### config.mk
export PLATFORM = sky130hd
export DESIGN_NAME = uart_avalon_bridge
export DESIGN_NICKNAME = d
export VERILOG_FILES = /design/src/rtl/uart_bridge_pkg.sv /design/src/rtl/uart_avalon_bridge.sv
export SDC_FILE = /design/constraint.sdc
export NUM_CORES = 1
export LEC_CHECK = 0
export BUFFER_PORTS_ARGS = -buffer_cell sky130_fd_sc_hd__buf_2
export CAP_MARGIN = 20
export CORE_MARGIN = 1.5
export CORE_UTILIZATION = 45
export CTS_BUF_LIST = sky130_fd_sc_hd__clkbuf_8
export DETAILED_ROUTE_END_ITERATION = 7
export PLACE_DENSITY = 0.76
export SETUP_SLACK_MARGIN = 0.2
export SYNTH_ARGS = -nofsm -noshare
export SYNTH_HDL_FRONTEND = slang
export SYNTH_SLANG_ARGS = --single-unit
### constraint.sdc
create_clock -name i_Clock -period 1.9 [get_ports i_Clock]
set_input_delay 0.095 -clock i_Clock [delete_from_list [all_inputs] [get_ports i_Clock]]
set_output_delay 0.095 -clock i_Clock [all_outputs]
set_load 0.01 [all_outputs]
### src/rtl/uart_bridge_pkg.sv
// Shared types and widths for the UART-to-Avalon command bridge.
// Optional feature macro: UART_BRIDGE_READ_EN (enables the READ opcode path).
package uart_bridge_pkg;

  localparam int CMD_W  = 34;
  localparam int DATA_W = 32;

  // Two-bit command opcode carried in the top bits of each received word.
  typedef enum logic [1:0] {
    OP_SETADDR = 2'b00,
    OP_WRITE   = 2'b01,
    OP_READ    = 2'b10,
    OP_CTRL    = 2'b11
  } opcode_t;

  // Bridge FSM states; the read-side states are only reachable when reads are built.
  typedef enum logic [2:0] {
    S_IDLE,
    S_WR,
    S_RD_REQ,
    S_RD_WAIT,
    S_TX_START,
    S_TX_WAIT
  } state_t;

  // One received command word as laid out by uart_rx.
  typedef struct packed {
    opcode_t             op;
    logic [DATA_W-1:0]   payload;
  } cmd_t;

endpackage

### src/rtl/uart_avalon_bridge.sv
// UART command bridge: one-deep command buffer feeding an FSM that issues a
// single Avalon-MM transaction per command and returns read data to uart_tx.
// Optional feature macro: UART_BRIDGE_READ_EN. When undefined, READ is a
// no-op and avm_read, o_Tx_DV and o_Tx_Byte are tied low.
module uart_avalon_bridge
  import uart_bridge_pkg::*;
#(
  parameter int ADDR_W   = 32,
  parameter bit RST_HOLD = 1'b1
) (
  input  logic              i_Clock,
  input  logic              i_Rst_n,
  input  logic              i_Rx_DV,
  input  logic [CMD_W-1:0]  i_Rx_Byte,
  output logic              o_Tx_DV,
  output logic [DATA_W-1:0] o_Tx_Byte,
  input  logic              i_Tx_Done,
  output logic [ADDR_W-1:0] avm_address,
  output logic              avm_read,
  output logic              avm_write,
  output logic [DATA_W-1:0] avm_writedata,
  output logic [3:0]        avm_byteenable,
  input  logic              avm_waitrequest,
  input  logic [DATA_W-1:0] avm_readdata,
  input  logic              avm_readdatavalid,
  output logic              o_Cpu_Rst_n,
  output logic              o_Overrun
);

  state_t            state;
  logic              pend_valid;
  cmd_t              pend_word;
  logic [ADDR_W-1:0] addr;
  logic              pop;

  // The FSM consumes the buffered command whenever it is idle.
  assign pop = (state == S_IDLE) && pend_valid;

  // The address register already sits still for the whole request, so it
  // drives the bus directly.
  assign avm_address    = addr;
  assign avm_byteenable = 4'hF;

`ifndef UART_BRIDGE_READ_EN
  assign avm_read  = 1'b0;
  assign o_Tx_DV   = 1'b0;
  assign o_Tx_Byte = '0;

  // Read-return inputs have no consumer in this build.
  logic unused_rd;
  assign unused_rd = ^{i_Tx_Done, avm_readdata, avm_readdatavalid};
`endif

  // Command holding register: accept a new word unless one is still waiting
  // and is not being popped this cycle; otherwise drop it and flag overrun.
  // NOTE: all clocked state uses <= so every register samples pre-edge values.
  always_ff @(posedge i_Clock or negedge i_Rst_n) begin
    if (!i_Rst_n) begin
      pend_valid <= 1'b0;
      pend_word  <= '0;
      o_Overrun  <= 1'b0;
    end else if (i_Rx_DV) begin
      if (pend_valid && !pop) begin
        o_Overrun <= 1'b1;
      end else begin
        pend_valid <= 1'b1;
        pend_word  <= cmd_t'(i_Rx_Byte);
      end
    end else if (pop) begin
      pend_valid <= 1'b0;
    end
  end

  // Command FSM with registered bus, TX and core-reset outputs.
  always_ff @(posedge i_Clock or negedge i_Rst_n) begin
    if (!i_Rst_n) begin
      state         <= S_IDLE;
      addr          <= '0;
      avm_write     <= 1'b0;
      avm_writedata <= '0;
      o_Cpu_Rst_n   <= ~RST_HOLD;
`ifdef UART_BRIDGE_READ_EN
      avm_read      <= 1'b0;
      o_Tx_DV       <= 1'b0;
      o_Tx_Byte     <= '0;
`endif
    end else begin
      case (state)
        S_IDLE: begin
          if (pend_valid) begin
            case (pend_word.op)
              OP_SETADDR: addr <= ADDR_W'(pend_word.payload) & ~ADDR_W'(3);
              OP_WRITE: begin
                avm_write     <= 1'b1;
                avm_writedata <= pend_word.payload;
                state         <= S_WR;
              end
              OP_READ: begin
`ifdef UART_BRIDGE_READ_EN
                avm_read <= 1'b1;
                state    <= S_RD_REQ;
`endif
              end
              OP_CTRL: o_Cpu_Rst_n <= ~pend_word.payload[0];
            endcase
          end
        end
        S_WR: begin
          if (!avm_waitrequest) begin
            avm_write <= 1'b0;
            addr      <= addr + ADDR_W'(4);
            state     <= S_IDLE;
          end
        end
`ifdef UART_BRIDGE_READ_EN
        S_RD_REQ: begin
          if (!avm_waitrequest) begin
            avm_read <= 1'b0;
            state    <= S_RD_WAIT;
          end
        end
        S_RD_WAIT: begin
          if (avm_readdatavalid) begin
            o_Tx_Byte <= avm_readdata;
            state     <= S_TX_START;
          end
        end
        S_TX_START: begin
          o_Tx_DV <= 1'b1;
          state   <= S_TX_WAIT;
        end
        S_TX_WAIT: begin
          o_Tx_DV <= 1'b0;
          if (i_Tx_Done) begin
            addr  <= addr + ADDR_W'(4);
            state <= S_IDLE;
          end
        end
`endif
        default: state <= S_IDLE;
      endcase
    end
  end

endmodule

* Yosys cells after proc, flatten, opt, wreduce, memory -nomap -nowiden *
Cells that the tools add are included.

word-level totals
  register bits = 105
  logic and storage cells = 50
  bits of input ports = 72
  output and inout bits = 105

operators by class
  mux-type cells = 15
  $add $sub $neg = 1
  equal/unequal tests = 8
  reductions and logical operators = 15
  bitwise operators = 2

operators with widths
  kind                   number
  $mux 32                3
  $pmux 32 s2            1
  $add 32x3->32 const B  1
  $mux 3                 3
  $reduce_and 3->1       3
  $reduce_and 4->1       2
  $mux 1                 6
  $ne 2x2->1 const B     3
  $pmux 3 s2             1
  $reduce_and 2->1       3
  $ne 2x1->1 const B     2
  $reduce_bool 2->1      2
  $eq 3x1->1 const B     1
  $logic_not 3->1        1
  $eq 2x1->1 const B     1
  $eq 2x2->1 const B     1
  $logic_and 1x1->1      2
  $logic_not 2->1        1
  $not 1->1              2
  $pmux 1 s2             1
  $logic_not 1->1        1

* Depth between registers and ports, before layout *
Gate-level depths: netlist of run 1.

  depth in word-level cells = 6
  depth in mapped cells = 6

* Worst setup path before layout of run 1 *
Ideal clock, no wire load.

  path kind = reg2reg
  from = register avm_write (netlist name)
  to = register addr[30], in the netlist avm_address[30]
  buffers on the path = 2
  cell stages (with the launch flop) = 7
  slack = -42 ps
  data arrival time = 1,812 ps
  clock period less this slack = 1,942 ps
  library setup time = 131 ps
  path through = dfrtp_1 or4b_1 buf_6 nor2b_1 clkbuf_1 a221oi_1 nand3_1

RTL lines
  item                  RTL line                   source
  end signal, assigned  uart_avalon_bridge.sv:92   OP_SETADDR: addr <= ADDR_W'(pend_word.payload) & ~ADDR_W'(3);
  end signal, assigned  uart_avalon_bridge.sv:111  addr <= addr + ADDR_W'(4);
  end, declared         uart_avalon_bridge.sv:33   logic [ADDR_W-1:0] addr;

==> results of run 1 <==
## final timing paths
check / startpoint / cells past startpoint / endpoint / slack, ns
worst max-delay path: avm_write$_DFFE_PN0P_ / 6 / avm_address[22]$_DFFE_PN0P_ / 0.07
worst min-delay path: avm_waitrequest / 3 / avm_write$_DFFE_PN0P_ / 0.14
worst max register to register: avm_write$_DFFE_PN0P_ / 6 / avm_address[22]$_DFFE_PN0P_ / 0.07
worst min register to register: o_Overrun$_DFFE_PN0P_ / 1 / o_Overrun$_DFFE_PN0P_ / 0.49
max in group asynchronous: i_Rst_n / 3 / pend_word[16]$_DFFE_PN0P_ / 0.96
min in group asynchronous: i_Rst_n / 2 / avm_writedata[12]$_DFFE_PN0P_ / 0.29
## metal layers
layer	track usage	part of all wire
met1	0.299	0.43
met2	0.368	0.48
met3	0.0490	0.068
met4	0.0949	0.025
met5	0	0
## worst max-delay path: cells and delay by family, from the launching register on
| family | cells | cell delay [ns] |
|---|---|---|
| DFF | 1 | 0.40 |
| AOI/OAI and AO/OA | 1 | 0.11 |
| and+or+nand+nor | 2 | 0.63 |
| buffers and inverters | 3 | 0.52 |
## where the power goes
part           total (mW)  internal [mW]  switching (mW)
clock                1.45          0.713           0.733
combinational        4.58           2.22            2.35
sequential           3.71           2.98           0.734
total                9.74           5.91            3.82
## cell families (layout without fill, tap and decap cells)
logic type | after synthesis | in the layout | share of synthesized area
flops | 100 | 100 | 0.497
simple gates | 126 | 126 | 0.141
mux | 69 | 69 | 0.154
other cells | 2 | 40 | 0.00149
compound gates | 85 | 85 | 0.111
buf+inv | 74 | 229 | 0.0937
fa+ha+maj | 1 | 1 | 0.00249
## layout make-up
cell class / count / area, µm² / area share
clock inverters: 4 / 47.5 / 0.00691
multi-input cells: 321 / 2410 / 0.351
repair buffers: 209 / 1540 / 0.224
flip-flops and latches: 100 / 2520 / 0.366
inverters: 4 / 15.0 / 0.00218
clock buffers: 12 / 165 / 0.0240
well taps: 140 / 175 / 0.0255
## per-stage QoR
stage / setup WS, ns / hold slack, ns / total power, mW / TNS [ns] / instance area, µm²
CTS: 0.157 / 0.117 / 9.32 / 0 / 6570
global route: 0.0406 / 0.133 / 10.3 / 0 / 6880
global placement: 0.0476 / 0.169 / 7.40 / 0 / 5810
detailed placement: -0.000947 / 0.179 / 7.54 / -0.00103 / 5810
finish: 0.0654 / 0.140 / 9.74 / 0 / 6880
floorplan: 0.0616 / -0.201 / 5.98 / 0 / 5240
## state kept, by name, indices dropped and copies added (netlist names)
register / count
o_Overrun: 1
avm_write: 1
avm_writedata: 32
o_Cpu_Rst_n: 1
pend_word: 34
avm_address: 30
pend_valid: 1
## Yosys cell counts, types with 2 or more instances
library cell  count
clkbuf_1         19
nand4_1          13
nor4_1           14
nand3_1          21
nand2b_1          3
a21o_1            3
buf_6             4
or4_1             2
a221oi_1          2
mux2_2           66
a31oi_1           3
o41ai_1           3
inv_1             4
or3_1             2
a211oi_1          4
nor2b_1           3
nor3b_1           4
and2_1            4
and4_1            2
buf_2             5
nor3_1            6
a311oi_1          7
buf_4            42
nor2_1           18
mux2i_1           3
a21oi_1          24
conb_1            2
and3_1            6
nand2_1          21
o22ai_1          12
o21ai_0          14
dfrtp_1         100
## timing repair
item,CTS,global route
hold buffers,36,0
cloned,1,3
endpoints found under the hold margin,86,0
buffers inserted,9,18
pin swaps,3,12
resized for setup,19,25
endpoints found under the setup margin,62,58
==> impl_metrics.csv, run 1 <==
group,metric,value,unit
status,outcome,"finished, final reports clean",
clocking,max-clock-path-buffers,2,
clocking,root_buffer,"clkbuf_8",
critical_path,crit_path_max_incr_delay,0.40,ns
synth,ys_async_sr_fraction,1.00,
clocking,h-tree-depth,3,
sta,slew-limit-headroom,0.537,
global_route,gr-total-overflow,0,
synth,synthesis.area,0.00503,mm²
detailed_routing,first_iter_violations,312,
power_and_ir_drop,powerDensity,1420,mW/mm²
global_route,grt_pass1_vias,3964,
place,io_buffers,102,
floorplan,start_util,0.462,
sta,rsz0062_at_grt,"yes",
sta,tightest_slew,0.694,ns
critical_path,required,2.12,ns
synth,synth_top_area_share,0.497,
synth,ys_types,53,
critical_path,path_common_cell,"buf_4",
layout,area_growth,36.6,%
synth,synth.area.top_cells,"dfrtp_1 50%, mux2_2 15%, buf_4 6.3%",
detailed_routing,first_pass_iters,5,
detailed_routing,wire_per_inst,17.5,µm
flow_run,cap_violations,0,
detailed_routing,drc,0,
layout,fin_util,0.632,
clocking,cts_buffers,9,
global_route,grt_util_all_layers,0.229,
synth,syn_area_per_cell,11.0,µm²
power_and_ir_drop,p_leak,3.02,nW
sta,fin_crit,1.83,ns
detailed_routing,postRouteAntennaNets,0,
global_route,grt_pass1_wl,20600,µm
synth,synth_top_area_cell,"dfrtp_1",
layout,drive_gt1_frac,0.466,
critical_path,crit_fanout,11,
floorplan,die_h,109,µm
clocking,cts_tree,"built",
power_and_ir_drop,ir_drop,0.864,mV
synth,synth_ff_type,"dfrtp_1",
floorplan,die_area,0.0118,mm²
floorplan,die_x,109,µm
layout,insertedDiodeCount,0,
sta,timing.fmax,545,MHz
synth,synth-seq-cells,100,
critical_path,crit_type,"flop to flop",
floorplan,rows,38,
layout,final_cell_mix,"101 x buf_2, 87 x dfrtp_1, 66 x mux2_2, 57 x buf_4, 40 x conb_1",
clocking,insertion_delay,0.38,ns
synth,seq_area_frac_synth,0.497,
place,dp_cells,707,
critical_path,critical_path.endpoint_type,"flop",
place,gp_congestion,0.883,
synth,synth_edf_count,0,
sta,skew,0.0103,ns
critical_path,path_cells,"buf_4 > inv_1 > buf_4 > or3_1 > nor4_1 > a311oi_1",
critical_path,cp_slowest_cell,"dfrtp_2",
detailed_routing,vias,4411,
layout,layout_commonest_cell,"buf_2",
sta,slew_viol_final,0,
sta,hold_viol_final,0,
floorplan,core-area,0.0109,mm²
place,place_hpwl,8710,µm
global_route,grt_max_degree,54,
critical_path,cp.arrival,2.06,ns
hold_path,hold_class,"primary input to flop",
layout,stdcell_count,790,
global_route,antenna_found_initial,0,
clocking,clk_pin_slew,0.09,ns
critical_path,start_kind,"flop",
layout,nFillCells,846,
synth,synthesis.instances,457,
detailed_routing,routed_wl,13800,µm
sta,post-route-period-util,0.966,
synth,synth.yosys.warnings,0,
sta,setup_viol,0,
clocking,cts_sinks,100,
floorplan,io_pins,177,
detailed_routing,routed_via_density,5.58,
layout,nets,718,
Power figures use the tool's default switching activity.
==> inputs of run 2 (changes only) <==
CTS_BUF_LIST = default   (was sky130_fd_sc_hd__clkbuf_8)
MAX_ROUTING_LAYER = met4   (was default)
==> impl_metrics.csv, run 2 (same netlist as run 1, synthesis figures left out) <==
group,metric,value,unit
status,outcome,"finished, final reports clean",
critical_path,crit_fanout,8,
layout,layout_commonest_cell,"buf_2",
clocking,root_buffer,"clkbuf_8",
floorplan,io_pins,177,
floorplan,die_x,109,µm
power_and_ir_drop,power.internal,6.27,mW
floorplan,rows,38,
detailed_routing,vias,4566,
place,io_buffers,102,
floorplan,core-area,0.0109,mm²
power_and_ir_drop,p_leak,3.20,nW
floorplan,start_util,0.462,
hold_path,hold_path_depth,3,
clocking,cts_tree,"built",
power_and_ir_drop,p_clk_frac,0.136,
layout,top_register,"pend_word",
clocking,h-tree-depth,3,
global_route,grt_max_degree,54,
detailed_routing,routed_via_density,5.70,
floorplan,die_h,109,µm
place,gp_congestion,0.890,
sta,setup_viol,0,
layout,drive_gt1_frac,0.489,
sta,skew,0.00776,ns
global_route,gr-total-overflow,0,
detailed_routing,drc,0,
critical_path,crit_type,"flop to flop",
critical_path,required,2.16,ns
sta,tightest_slew,0.705,ns
sta,slew-limit-headroom,0.530,
global_route,grt_pass1_vias,4161,
layout,area_growth,43.4,%
hold_path,hold_class,"primary input to flop",
layout,final_cell_mix,"101 x buf_2, 87 x dfrtp_1, 65 x buf_4, 40 x conb_1, 36 x dlygate4sd3_1",
sta,post-route-period-util,0.962,
detailed_routing,postRouteAntennaNets,0,
sta,fin_crit,1.83,ns
sta,finalSetupTns,0,ns
layout,nFillCells,789,
floorplan,die_area,0.0118,mm²
detailed_routing,first_iter_violations,455,
detailed_routing,first_pass_iters,6,
layout,nets,729,
global_route,grt_util_all_layers,0.242,
sta,rsz0062_at_grt,"yes",
global_route,antenna_found_initial,0,
clocking,max-clock-path-buffers,2,
flow_run,cap_violations,0,
power_and_ir_drop,ir_drop,0.781,mV
sta,hold_viol_final,0,
power_and_ir_drop,swShare,0.394,
global_route,grt_pass1_wl,21200,µm
layout,largest_reg_flops,34,
sta,timing.fmax,547,MHz
power_and_ir_drop,seqPwrFrac,0.360,
critical_path,r2r_cells,5,
clocking,insertion_delay,0.37,ns
power_and_ir_drop,powerDensity,1440,mW/mm²
clocking,cts_sinks,100,
critical_path,cp.arrival,2.09,ns
layout,fin_util,0.663,
place,place_hpwl,8760,µm
power_and_ir_drop,pwr-share-comb,0.504,
clocking,clk_pin_slew,0.10,ns
layout,insertedDiodeCount,0,
critical_path,critical_path.endpoint_type,"flop",
critical_path,start_kind,"flop",
clocking,cts_buffers,9,
detailed_routing,wire_per_inst,18.9,µm
sta,slew_viol_final,0,
power_and_ir_drop,p_sw,4.09,mW
detailed_routing,routed_wl,15100,µm
==> run 2: changes by cell type in the layout (fill, tap and decap cells not counted), moves of 3 or more <==
cell     previous run  this run
mux2_4              0        32
a21oi_1            24        16
nor4_2              5         2
buf_4              57        65
mux2_2             66        34
buf_12              4         7
a21oi_2             0         6
buf_6               8         4
buf_8               0         3
==> run 2: final cells by class <==
cell class | count | area [µm²] | share of cell area
multi-input cells | 321 | 2620 | 0.362
clock inverters | 4 | 47.5 | 0.00659
flip-flops and latches | 100 | 2520 | 0.349
repair buffers | 220 | 1690 | 0.234
well taps | 140 | 175 | 0.0243
clock buffers | 12 | 155 | 0.0215
inverters | 4 | 18.8 | 0.00260
==> run 2: metrics by stage <==
stage	instance area (µm²)	setup slack, ns	hold WS, ns	instances	power (mW)
after floorplan	5240	0.0616	-0.201	495	5.98
after global placement	5810	0.0456	0.166	707	7.40
after detailed placement	5810	0.0112	0.180	707	7.54
after CTS	6630	0.144	0.136	774	9.35
after global routing	7220	0.0185	0.169	801	10.9
final	7220	0.0723	0.164	801	10.4
==> run 2: power by group through the flow <==
stage | clock (mW) | sequential (mW) | combinational, mW
floorplan | 0 | 4.01 | 1.97
global placement | 0 | 3.65 | 3.75
detailed placement | 0 | 3.72 | 3.81
CTS | 1.44 | 3.66 | 4.25
global route | 1.52 | 3.82 | 5.55
finish | 1.41 | 3.73 | 5.22
==> run 2: routing by layer <==
| layer | vias to the layer above | GRT usage | routed length [µm] |
|---|---|---|---|
| met5 | - | - | 0 |
| met2 | 260 | 0.380 | 7210 |
| li1 | 2018 | - | - |
| met1 | 2237 | 0.314 | 6260 |
| met4 | 0 | 0.0893 | 473 |
| met3 | 51 | 0.0448 | 1180 |
==> run 2: critical path, stage by stage, from the launching register on <==
cell and delay, ns:
dfrtp_2 0.44, buf_6 0.14, nor4bb_4 0.38, buf_4 0.23, clkbuf_16 0.20, mux2_4 0.31
==> run 2: worst paths after layout <==
path	startpoint	to	slack, ns
worst min register to register	o_Overrun$_DFFE_PN0P_	o_Overrun$_DFFE_PN0P_	0.48
worst max-delay path	avm_write$_DFFE_PN0P_	avm_writedata[31]$_DFFE_PN0P_	0.07
max in group asynchronous	i_Rst_n	avm_writedata[16]$_DFFE_PN0P_	0.93
min in group asynchronous	i_Rst_n	avm_writedata[10]$_DFFE_PN0P_	0.31
worst max register to register	avm_write$_DFFE_PN0P_	avm_writedata[31]$_DFFE_PN0P_	0.07
worst min-delay path	avm_waitrequest	avm_write$_DFFE_PN0P_	0.16
==> run 2: timing repair <==
action / 4_1_cts / 5_1_grt
setup buffers: 12 / 25
gates cloned: 3 / 2
pin swaps: 6 / 20
setup endpoints to repair: 62 / 55
endpoints found under the hold margin: 86 / 0
gates resized for setup: 17 / 78
hold buffers: 36 / 0
==> inputs of run 3 (changes only) <==
CORE_MARGIN = default   (was 1.5)
==> impl_metrics.csv, run 3 (same netlist as run 1, synthesis figures left out) <==
group,metric,value,unit
status,outcome,"finished, final reports clean",
critical_path,rrSetupSlack,0.09,ns
global_route,grt_pass1_wl,21200,µm
clocking,cts_buffers,9,
detailed_routing,first_pass_iters,5,
clocking,cts_sinks,100,
critical_path,startpoint,"avm_address[16]$_DFFE_PN0P_",
sta,tightest_slew,0.534,ns
clocking,root_buffer,"clkbuf_8",
sta,slew-limit-headroom,0.641,
hold_path,hold_class,"primary input to flop",
global_route,gr-total-overflow,0,
sta,post-route-period-util,0.952,
clocking,h-tree-depth,3,
layout,final_cell_mix,"101 x buf_2, 87 x dfrtp_1, 54 x buf_4, 53 x mux2_2, 40 x conb_1",
sta,rsz0062_at_grt,"yes",
detailed_routing,routed_via_density,5.91,
global_route,grt_util_all_layers,0.242,
place,io_buffers,102,
layout,stdcell_area,0.00719,mm²
detailed_routing,first_iter_violations,507,
detailed_routing,m1WireLength,6300,µm
sta,hold_viol_final,0,
clocking,max-clock-path-buffers,2,
critical_path,worstReg2RegEnd,"avm_address[27]$_DFFE_PN0P_",
power_and_ir_drop,finalPower,10.3,mW
floorplan,io_pins,177,
layout,drive_gt1_frac,0.502,
sta,slew_viol_final,0,
detailed_routing,vias,4725,
critical_path,cp_slowest_cell,"nor4_1",
detailed_routing,wire_per_inst,19.5,µm
critical_path,r2r_start,"avm_address[16]$_DFFE_PN0P_",
critical_path,crit_type,"flop to flop",
global_route,grt_max_degree,49,
critical_path,worst-path-stages,5,
floorplan,die_area,0.0116,mm²
sta,setup_viol,0,
critical_path,crit_end,"avm_address[27]$_DFFE_PN0P_",
layout,stdcell_count,800,
sta,fin_crit,1.81,ns
critical_path,start_kind,"flop",
flow_run,cap_violations,0,
detailed_routing,maxUsedRoutingLayer,"met4",
clocking,clk_pin_slew,0.09,ns
clocking,insertion_delay,0.37,ns
detailed_routing,postRouteAntennaNets,0,
layout,insertedDiodeCount,0,
power_and_ir_drop,powerDensity,1430,mW/mm²
detailed_routing,drc,0,
place,place_hpwl,8670,µm
critical_path,cp_top_family,"simple AND/OR/NAND/NOR gates",
power_and_ir_drop,ir_drop,0.939,mV
place,placed_area,0.00582,mm²
global_route,antenna_found_initial,0,
floorplan,die_h,108,µm
global_route,grt_pass1_vias,4285,
floorplan,rows,38,
critical_path,path_buf_inv,1,
sta,timing.fmax,553,MHz
layout,fin_util,0.660,
critical_path,required,2.18,ns
place,dp_cells,709,
floorplan,core-area,0.0109,mm²
layout,layout_commonest_cell,"buf_2",
detailed_routing,met2_length,7540,µm
layout,top_register,"pend_word",
detailed_routing,met3_length,1200,µm
layout,area_growth,42.8,%
clocking,cts_tree,"built",
detailed_routing,routed_wl,15600,µm
critical_path,cp.arrival,2.09,ns
critical_path,r2r_cells,5,
critical_path,crit_path_max_incr_delay,0.56,ns
critical_path,path_cells,"buf_4 > nand3_1 > nor4_1 > a311oi_1 > nor3_2",
layout,largest_reg_flops,34,
floorplan,start_util,0.462,
layout,nets,728,
critical_path,critical_path.endpoint_type,"flop",
floorplan,die_x,108,µm
critical_path,crit_fanout,8,
place,gp_congestion,0.898,
power_and_ir_drop,p_leak,3.16,nW
sta,skew,0.0103,ns
sta,finalSetupTns,0,ns
## run 3: cell types whose count changed in the layout (fill, tap and decap cells not counted), moves of 2 or more
cell     previous run  this run
mux2_2             34        53
mux2_4             32        13
buf_4              65        54
buf_6               4        13
a21oi_2             6         9
nor3_1              6         3
nor3_2              0         3
a21oi_4             2         0
nor4_1              9         7
## run 3: cell type report
class                           count  area (µm²)
Clock buffer                       13         169
Clock inverter                      3        20.0
Fill cell                         789        3700
Inverter                            4        15.0
Multi-Input combinational cell    323        2590
Sequential cell                   100        2520
Tap cell                          140         175
Timing Repair Buffer              217        1700
## run 3: where the power goes
part / total (mW) / internal (mW) / switching (mW)
combinational: 5.25 / 2.53 / 2.72
clock: 1.29 / 0.583 / 0.712
sequential: 3.71 / 2.98 / 0.735
## run 3: worst min path at each step
| stage | startpoint | end | slack, ns | cells after the start |
|---|---|---|---|---|
| after floorplan | i_Rst_n | avm_address[10]$_DFFE_PN0P_ | -0.20 | 0 |
| after global placement | i_Rst_n | avm_writedata[11]$_DFFE_PN0P_ | 0.08 | 1 |
| after detailed placement | i_Rst_n | pend_word[12]$_DFFE_PN0P_ | 0.09 | 1 |
| after CTS | avm_waitrequest | avm_write$_DFFE_PN0P_ | 0.13 | 2 |
| after global routing | avm_waitrequest | avm_write$_DFFE_PN0P_ | 0.18 | 2 |
| final | avm_waitrequest | avm_write$_DFFE_PN0P_ | 0.19 | 2 |
## run 3: repair_timing
item | 4_1_cts | 5_1_grt
pin swaps | 7 | 21
cloned | 2 | 6
setup endpoints to repair | 55 | 95
buffers inserted | 10 | 21
hold endpoints to repair | 70 | 0
hold buffers | 36 | 0
resized for setup | 20 | 77
## run 3: metal layers
layer	track usage	vias to the layer above
li1	-	2030
met1	0.316	2313
met2	0.381	326
met3	0.0436	56
met4	0.0832	0
met5	-	-
## run 3: per-stage QoR
stage,setup slack (ns),hold slack (ns)
6_report,0.0908,0.194
5_1_grt,0.0231,0.178
3_3_place_gp,0.0731,0.0846
3_5_place_dp,0.00432,0.0929
2_1_floorplan,0.0616,-0.201
4_1_cts,0.142,0.128
